==> src/rtl/counter_pkg.sv <==
`default_nettype none
// ============================================================================
// Module   : counter_pkg
// Brief    : Shared direction and mode encodings for counter blocks.
// Revision : 1.0
// ============================================================================
package counter_pkg;

  typedef logic [1:0] dir_t;

  localparam dir_t DIR_HOLD = 2'b00;
  localparam dir_t DIR_UP   = 2'b01;
  localparam dir_t DIR_DOWN = 2'b10;

  localparam logic MODE_WRAP = 1'b0;
  localparam logic MODE_SAT  = 1'b1;

endpackage : counter_pkg
`default_nettype wire

==> src/rtl/counter_dir_decode.sv <==
`default_nettype none
// ============================================================================
// Module   : counter_dir_decode
// Brief    : Combinational up/down/enable to step-direction decode.
// Revision : 1.0
// ============================================================================
module counter_dir_decode
  import counter_pkg::*;
(
  input  logic up,
  input  logic down,
  input  logic enable,
  output dir_t dir
);

  // up takes priority over down; a disabled counter never steps
  always_comb begin
    dir = DIR_HOLD;
    if (enable) begin
      if (up) begin
        dir = DIR_UP;
      end else if (down) begin
        dir = DIR_DOWN;
      end
    end
  end

endmodule : counter_dir_decode
`default_nettype wire

==> src/rtl/updown_counter_n.sv <==
`default_nettype none
// ============================================================================
// Module   : updown_counter_n
// Brief    : Parametrised up/down counter with load, wrap/saturate, boundary
//            pulse and sticky wrap flag.
// Revision : 1.0
// ============================================================================
module updown_counter_n
  import counter_pkg::*;
#(
  parameter int WIDTH     = 4,
  parameter int MAX_COUNT = 15
) (
  input  logic             clock,
  input  logic             clear_b,
  input  logic             enable,
  input  logic             up,
  input  logic             down,
  input  logic             sat_mode,
  input  logic             load,
  input  logic [WIDTH-1:0] load_value,
  input  logic             clr_flag,
  output logic [WIDTH-1:0] count,
  output logic [1:0]       dir,
  output logic             tc,
  output logic             ovf_seen
);

  localparam logic [WIDTH-1:0] c_max  = WIDTH'(MAX_COUNT);
  localparam logic [WIDTH-1:0] c_zero = '0;
  localparam logic [WIDTH-1:0] c_one  = WIDTH'(1);

  // MAX_COUNT must be non-zero and representable in WIDTH bits
  if (!((MAX_COUNT > 0) && ((MAX_COUNT >> WIDTH) == 0))) begin : g_bad_max_count
    $error("updown_counter_n: MAX_COUNT=%0d illegal for WIDTH=%0d", MAX_COUNT, WIDTH);
  end

  dir_t             w_step_dir;
  logic [WIDTH-1:0] w_next_count;
  dir_t             w_next_dir;
  logic             w_next_tc;
  logic             w_wrap;
  logic             w_next_ovf;

  logic [WIDTH-1:0] r_count;
  dir_t             r_dir;
  logic             r_tc;
  logic             r_ovf_seen;

  counter_dir_decode u_dir_decode (
    .up     (up),
    .down   (down),
    .enable (enable),
    .dir    (w_step_dir)
  );

  always_comb begin
    w_next_count = r_count;
    w_next_dir   = DIR_HOLD;
    w_next_tc    = 1'b0;
    w_wrap       = 1'b0;
    if (load) begin
      w_next_count = (load_value > c_max) ? c_max : load_value;
    end else begin
      case (w_step_dir)
        DIR_UP: begin
          w_next_dir = DIR_UP;
          if (r_count < c_max) begin
            w_next_count = r_count + c_one;
          end else begin
            w_next_tc = 1'b1;
            if (sat_mode != MODE_SAT) begin
              w_next_count = c_zero;
              w_wrap       = 1'b1;
            end
          end
        end
        DIR_DOWN: begin
          w_next_dir = DIR_DOWN;
          if (r_count > c_zero) begin
            w_next_count = r_count - c_one;
          end else begin
            w_next_tc = 1'b1;
            if (sat_mode != MODE_SAT) begin
              w_next_count = c_max;
              w_wrap       = 1'b1;
            end
          end
        end
        default: ;
      endcase
    end
    // a wrap on the clearing edge must still be recorded
    w_next_ovf = w_wrap ? 1'b1 : (clr_flag ? 1'b0 : r_ovf_seen);
  end

  always_ff @(posedge clock or negedge clear_b) begin
    if (!clear_b) begin
      r_count    <= '0;
      r_dir      <= DIR_HOLD;
      r_tc       <= 1'b0;
      r_ovf_seen <= 1'b0;
    end else begin
      r_count    <= w_next_count;
      r_dir      <= w_next_dir;
      r_tc       <= w_next_tc;
      r_ovf_seen <= w_next_ovf;
    end
  end

  assign count    = r_count;
  assign dir      = r_dir;
  assign tc       = r_tc;
  assign ovf_seen = r_ovf_seen;

endmodule : updown_counter_n
`default_nettype wire
==> config.mk <==
export PLATFORM = sky130hd
export DESIGN_NAME = updown_counter_n
export DESIGN_NICKNAME = d
export VERILOG_FILES = /design/src/rtl/counter_pkg.sv /design/src/rtl/counter_dir_decode.sv /design/src/rtl/updown_counter_n.sv
export SDC_FILE = /design/constraint.sdc
export NUM_CORES = 1
export LEC_CHECK = 0
export ABC_AREA = 1
export CAP_MARGIN = 20
export CORE_MARGIN = 10
export CORE_UTILIZATION = 40
export DETAILED_ROUTE_END_ITERATION = 12
export PLACE_DENSITY = 0.71
export SYNTH_ARGS = -nofsm -noshare
export SYNTH_HDL_FRONTEND = slang
export SYNTH_SLANG_ARGS = --single-unit
==> constraint.sdc <==
create_clock -name clock -period 4 [get_ports clock]
set_input_delay 0.8 -clock clock [delete_from_list [all_inputs] [get_ports clock]]
set_output_delay 0.8 -clock clock [all_outputs]
set_load 0.01 [all_outputs]
Word-level counts from Yosys, hierarchy flattened

Cells that the tools add are included.

Latch bits: 0
Memory bits (writable): 0
Word-level logic and storage cells: 39
ROM bits: 0
Bits in registers: 8
Memories kept: 0

Add/sub/neg operators: 2
Divide/modulo/power cells: 0
Eq/ne operators: 4
Muxes and demuxes: 23
$mul: 0
Order comparisons: 3
Shifts and indexed selects: 0
Reductions and logical operators: 3
Bitwise operators: 0

Operator list:

| operator            | number |
|---|---|
| $mux 4              | 6 |
| $mux 1              | 9 |
| $mux 2              | 4 |
| $ne 4x4->1 const B  | 2 |
| $pmux 4 s2          | 1 |
| $add 4x1->4 const B | 1 |
| $gt 4x1->1 const B  | 1 |
| $gt 4x4->1 const B  | 1 |
| $lt 4x4->1 const B  | 1 |
| $pmux 1 s2          | 2 |
| $pmux 2 s2          | 1 |
| $sub 4x1->4 const B | 1 |
| $reduce_and 3->1    | 1 |
| $reduce_bool 3->1   | 1 |
| $eq 2x1->1 const B  | 1 |
| $eq 2x2->1 const B  | 1 |
| $reduce_bool 2->1   | 1 |

Logic depth before layout (Yosys ltp)

Word-level depth: 7
Depth in mapped cells: 9
Depth with buffers taken out: 9

By module

A second synthesis with hierarchy kept.

Cell total of the unflattened synthesis: 90
Area total of the unflattened synthesis: 619.3 um2

By module, submodules not included:

| module             | instances | sequential area each (um2) | area each (um2) | cells each |
|---|---|---|---|---|
| updown_counter_n   | 1         | 200.2                      | 601.8           | 86 |
| counter_dir_decode | 1         | 0.0                        | 17.5            | 4 |

Worst setup path before layout

No wires, ideal clock.

Kind: input to register
Start point: in load
End point: reg r_count[1] (netlist: count[1])
Slack: 2.474 ns
Arrival: 1.408 ns
Buffers on the path: 1
Data required time: 3.882 ns
Library setup time: 0.118 ns
Stages: 7
Cell sequence: buf_6 > nor2_2 > nand3_2 > nand3_2 > inv_2 > nand2_1 > o21ai_2

Cells in the longest elaborated chain, start to end: 2

Ends and longest elaborated chain:

| what                                                             | line                    | source |
|---|---|---|
| start, declared                                                  | updown_counter_n.sv:20  | `input logic load,` |
| $ne 4x4->1 (no line) / $reduce_bool 3->1 (equally long branches) | --                      |  |
| $reduce_and 3->1 (no line)                                       | --                      |  |
| end signal, assigned                                             | updown_counter_n.sv:104 | `r_count <= w_next_count;` |
| end, declared                                                    | updown_counter_n.sv:45  | `logic [WIDTH-1:0] r_count;` |

Parallel ways exist; a longest one is shown, timed or not.
A chain may end at the register's enable or synchronous reset.

Worst setup path after layout

Start point: reg r_count[2] (netlist: count[2])
End point: out count[2]

RTL lines:

| what          | line                   | source |
|---|---|---|
| end, declared | updown_counter_n.sv:23 | `output logic [WIDTH-1:0] count,` |

No word-level cell between the ends.

==> results.txt <==
Synthesis-to-finish area growth: 34.0%. The die height is 59.3 um. In this run the count of I/O pins placed on the die edge is 20. The logs give 0 for the number of antenna violations at the first check in global routing and 0 for the overflow left after global routing. The congestion estimate from routability-driven global placement came to 0.871. The end-of-flow core utilization is 0.556. 0 antenna diodes ended up in the layout.

Entering global routing, the biggest net connects 11 pins. After filler insertion, the fill cell instance count of the layout stands at 144. The logs give 125 for the final layout net count and 0.226 for the clock network power share. Walking the worst path, the cells encountered are clkdlybuf4s50_1. The routed design has 1470 um of wire. The power spent charging and discharging nets is 98.0 uW, and the clock tree skew after final layout is 0.00216 ns. The number of hold buffers added after CTS was 0.

The switching power share of the total was 0.360. The run gives 0.26 ns as the clock latency at the later pin of the worst-skew pair. The cell depth of the worst hold path was 2; the area of the multi-input gates was 354 um2. Setup repair after global routing left no endpoint under its margin. The ratio of total power to cell area is 329 nW/um2, and the required time at the endpoint of the critical path is 3.20 ns. The buffer and inverter count on the worst path was 1; the transition time at the pin with the least slew margin was 0.363 ns. Setup slack on the worst reg-to-reg path comes out at 2.52 ns.

The clock passes through at most 2 buffers. The aggregate negative setup slack came out at 0 ns. For this run, the leading register cell type out of synthesis is sky130_fd_sc_hd__dfrtp_1. The maximum vdd drop was 196 uV; the netlist area before placement was 618 um2.

The Yosys step of the flow raised 0 warnings. Using the TritonRoute via totals, the vias-per-cell ratio works out to 4.82. For the proportion of synthesized chip area in sequential cells, the log shows 0.324. The worst hold path belongs to the class reg -> reg. The final-report max-slew violation count was 0. The post-route fraction of the period consumed by the critical path was 0.546.

In this run, synthesis inferred 0 flip-flops with an integrated enable. The die covers 3520 um2. Share of flip-flops with an asynchronous set or reset after synthesis: 1.00. Worst slew margin relative to its limit: 0.757.

The number of placement rows was 14. The clock net in this run drives a total of 8 sinks. Measured in cells, the most critical reg-to-reg path has a length of 9. The logs give 0 for the number of buffers inserted by post-CTS setup repair and 0 for the number of routed nets with antenna violations. The tools report the clock root buffer as sky130_fd_sc_hd__clkbuf_4. The number of nets in the synthesized netlist is 103. The worst register-to-register path ends at count[1].

The largest fanout of any net on the critical path came out at 9. Derived from the worst setup path, the maximum achievable clock frequency is 458 MHz. Clock-pin slew reported for the worst setup and hold paths after clock tree synthesis: 0.05 ns. At the worst endpoint, the arrival time is 1.38 ns. After detailed routing, the average wire length per cell comes to 11.7 um.

The tools report the via count of the first global-routing pass as 544. The worst hold path terminates at ovf_seen. The run finished with clean final reports.

Half-perimeter wire length after placement: 1230 um. The number of library cell types mapped by synthesis is 18. The average instance in the mapped netlist occupies 6.94 um2.

The leakage power came out at 0.403 nW. After the first detailed-routing iteration, the DRC count stood at 8. The post-cts gate resize count is 0, and the total core area is 1490 um2.

The number of port buffers came out at 19. The kind of critical path is reg -> out. The dominant delay contributor by cell family on the critical path was buffers and inverters. The run gives 0.389 as the combinational fraction of design power. The total number of vias came out at 603. The startpoint identified for the worst hold timing path is ovf_seen. The tools report the global-route wire length before repair as 2350 um. The cell type of the slowest stage on the worst timing path is sky130_fd_sc_hd__clkdlybuf4s50_1. The post-synthesis instance total was 89. For the register area, the log shows 200 um2.

Effective utilization at floorplan: 0.415. The proportion of layout cells with a drive suffix above 1 works out to 0.165. In the routed design, unresolved DRC markers number 0. Number of register bits inferred by synthesis: 8. Number of optimization iterations in the first detailed-route pass: 4. The delay contributed by the slowest stage of the critical path was 0.61 ns; the die boundary width was 59.3 um. The run gives 0 as the final number of setup-violating endpoints. The post-layout minimum cycle time was 2.18 ns.

The number of buffers added by the clock tree synthesis step is 3, and the number of max-cap violations is 0. For the internal portion of total power, the log shows 174 uW. For the register share of total power, the log shows 0.384. The category of the worst setup path capture point was an output port.

The global-route usage over all layers came out at 0.0881. TritonCTS built the clock tree. The worst register-to-register path begins at count[0]. The final hold violation count was 0; the number of levels in the clock H-tree was 1. The kind of launch point of the worst setup path was a flop.
## layout by cell type, fill, tap and decap left out
master                            count
sky130_fd_sc_hd__or2_0                1
sky130_fd_sc_hd__nand3_2              4
sky130_fd_sc_hd__clkbuf_4             3
sky130_fd_sc_hd__dfrtp_1              8
sky130_fd_sc_hd__nand2_2              2
sky130_fd_sc_hd__o21ai_1              1
sky130_fd_sc_hd__nor2_1               9
sky130_fd_sc_hd__nand2_1             29
sky130_fd_sc_hd__nor2_4               1
sky130_fd_sc_hd__ha_1                 2
sky130_fd_sc_hd__xor2_1               1
sky130_fd_sc_hd__o21ai_2              2
sky130_fd_sc_hd__inv_1                9
sky130_fd_sc_hd__a21oi_1              4
sky130_fd_sc_hd__inv_2                2
sky130_fd_sc_hd__clkdlybuf4s50_1     19
sky130_fd_sc_hd__nor2_2               4
sky130_fd_sc_hd__nand3_1              7
sky130_fd_sc_hd__o21ai_0              1
## registers in the layout, summed over array words and instances, names as in the netlist
register,cells
tc,1
ovf_seen,1
count,4
dir,2
## cell families after synthesis
family / Yosys count / share of synthesized area
AND/OR/NAND/NOR: 57 / 0.441
buffers and inverters: 13 / 0.103
AO/OA/AOI/OAI: 8 / 0.0769
flip-flops: 8 / 0.324
adder cells (fa/ha/maj): 2 / 0.0405
XOR/XNOR: 1 / 0.0142
## tightest hold or removal path, cell delays in order (launching register included)
cell and delay [ns]:
sky130_fd_sc_hd__dfrtp_1 0.37, sky130_fd_sc_hd__inv_1 0.05, sky130_fd_sc_hd__o21ai_1 0.05
## worst max-delay path by stage
stage                     slack (ns)        to  cells after the start     start
final                           1.82  count[2]                      1  count[2]
after global routing            1.76  count[2]                      1  count[2]
after CTS                       1.79  count[2]                      1  count[2]
after detailed placement        1.82  count[1]                      7      load
after global placement          1.86  count[1]                      7      load
after floorplan                 2.47  count[1]                      7      load
## stage by stage
| step | worst slack [ns] | cells | hold WS [ns] | instance area, um2 | power, mW |
|---|---|---|---|---|---|
| after global routing | 1.76 | 125 | 0.584 | 828 | 0.291 |
| final | 1.82 | 125 | 0.512 | 828 | 0.272 |
| after global placement | 1.86 | 122 | 0.500 | 806 | 0.212 |
| after detailed placement | 1.82 | 122 | 0.514 | 806 | 0.213 |
| after CTS | 1.79 | 125 | 0.517 | 828 | 0.277 |
| after floorplan | 2.47 | 89 | 0.504 | 618 | 0.172 |
## Yosys cell counts, types with 2 or more instances
master,number,area share
sky130_fd_sc_hd__nand3_2,4,0.065
sky130_fd_sc_hd__inv_2,2,0.012
sky130_fd_sc_hd__dfrtp_1,8,0.32
sky130_fd_sc_hd__inv_1,9,0.055
sky130_fd_sc_hd__ha_1,2,0.040
sky130_fd_sc_hd__nor2_2,4,0.040
sky130_fd_sc_hd__nor2_1,9,0.055
sky130_fd_sc_hd__nand2_1,29,0.18
sky130_fd_sc_hd__a21oi_1,4,0.032
sky130_fd_sc_hd__o21ai_2,2,0.028
sky130_fd_sc_hd__buf_6,2,0.036
sky130_fd_sc_hd__nand2_2,2,0.020
sky130_fd_sc_hd__nand3_1,7,0.057
## routing by layer
metal | part of all wire | GRT usage | vias up
li1 | - | - | 320
met2 | 0.46 | 0.131 | 15
met3 | 0.082 | 0.0408 | 5
met5 | 0 | 0 | -
met1 | 0.43 | 0.0939 | 263
met4 | 0.029 | 0.0689 | 0
## area by class of cell
type | instances | area share
inverter | 11 | 0.0498
tap | 16 | 0.0242
multi-input combinational | 68 | 0.427
timing repair buffer | 19 | 0.230
sequential | 8 | 0.242
clock buffer | 3 | 0.0272
## power by group through the flow
stage	clock, mW	sequential [mW]	combinational, mW
CTS	0.0644	0.105	0.108
global route	0.0679	0.107	0.117
detailed placement	0	0.106	0.107
finish	0.0616	0.105	0.106
floorplan	0	0.104	0.0681
global placement	0	0.106	0.106
Note: power is estimated with default switching activity, not from simulation.
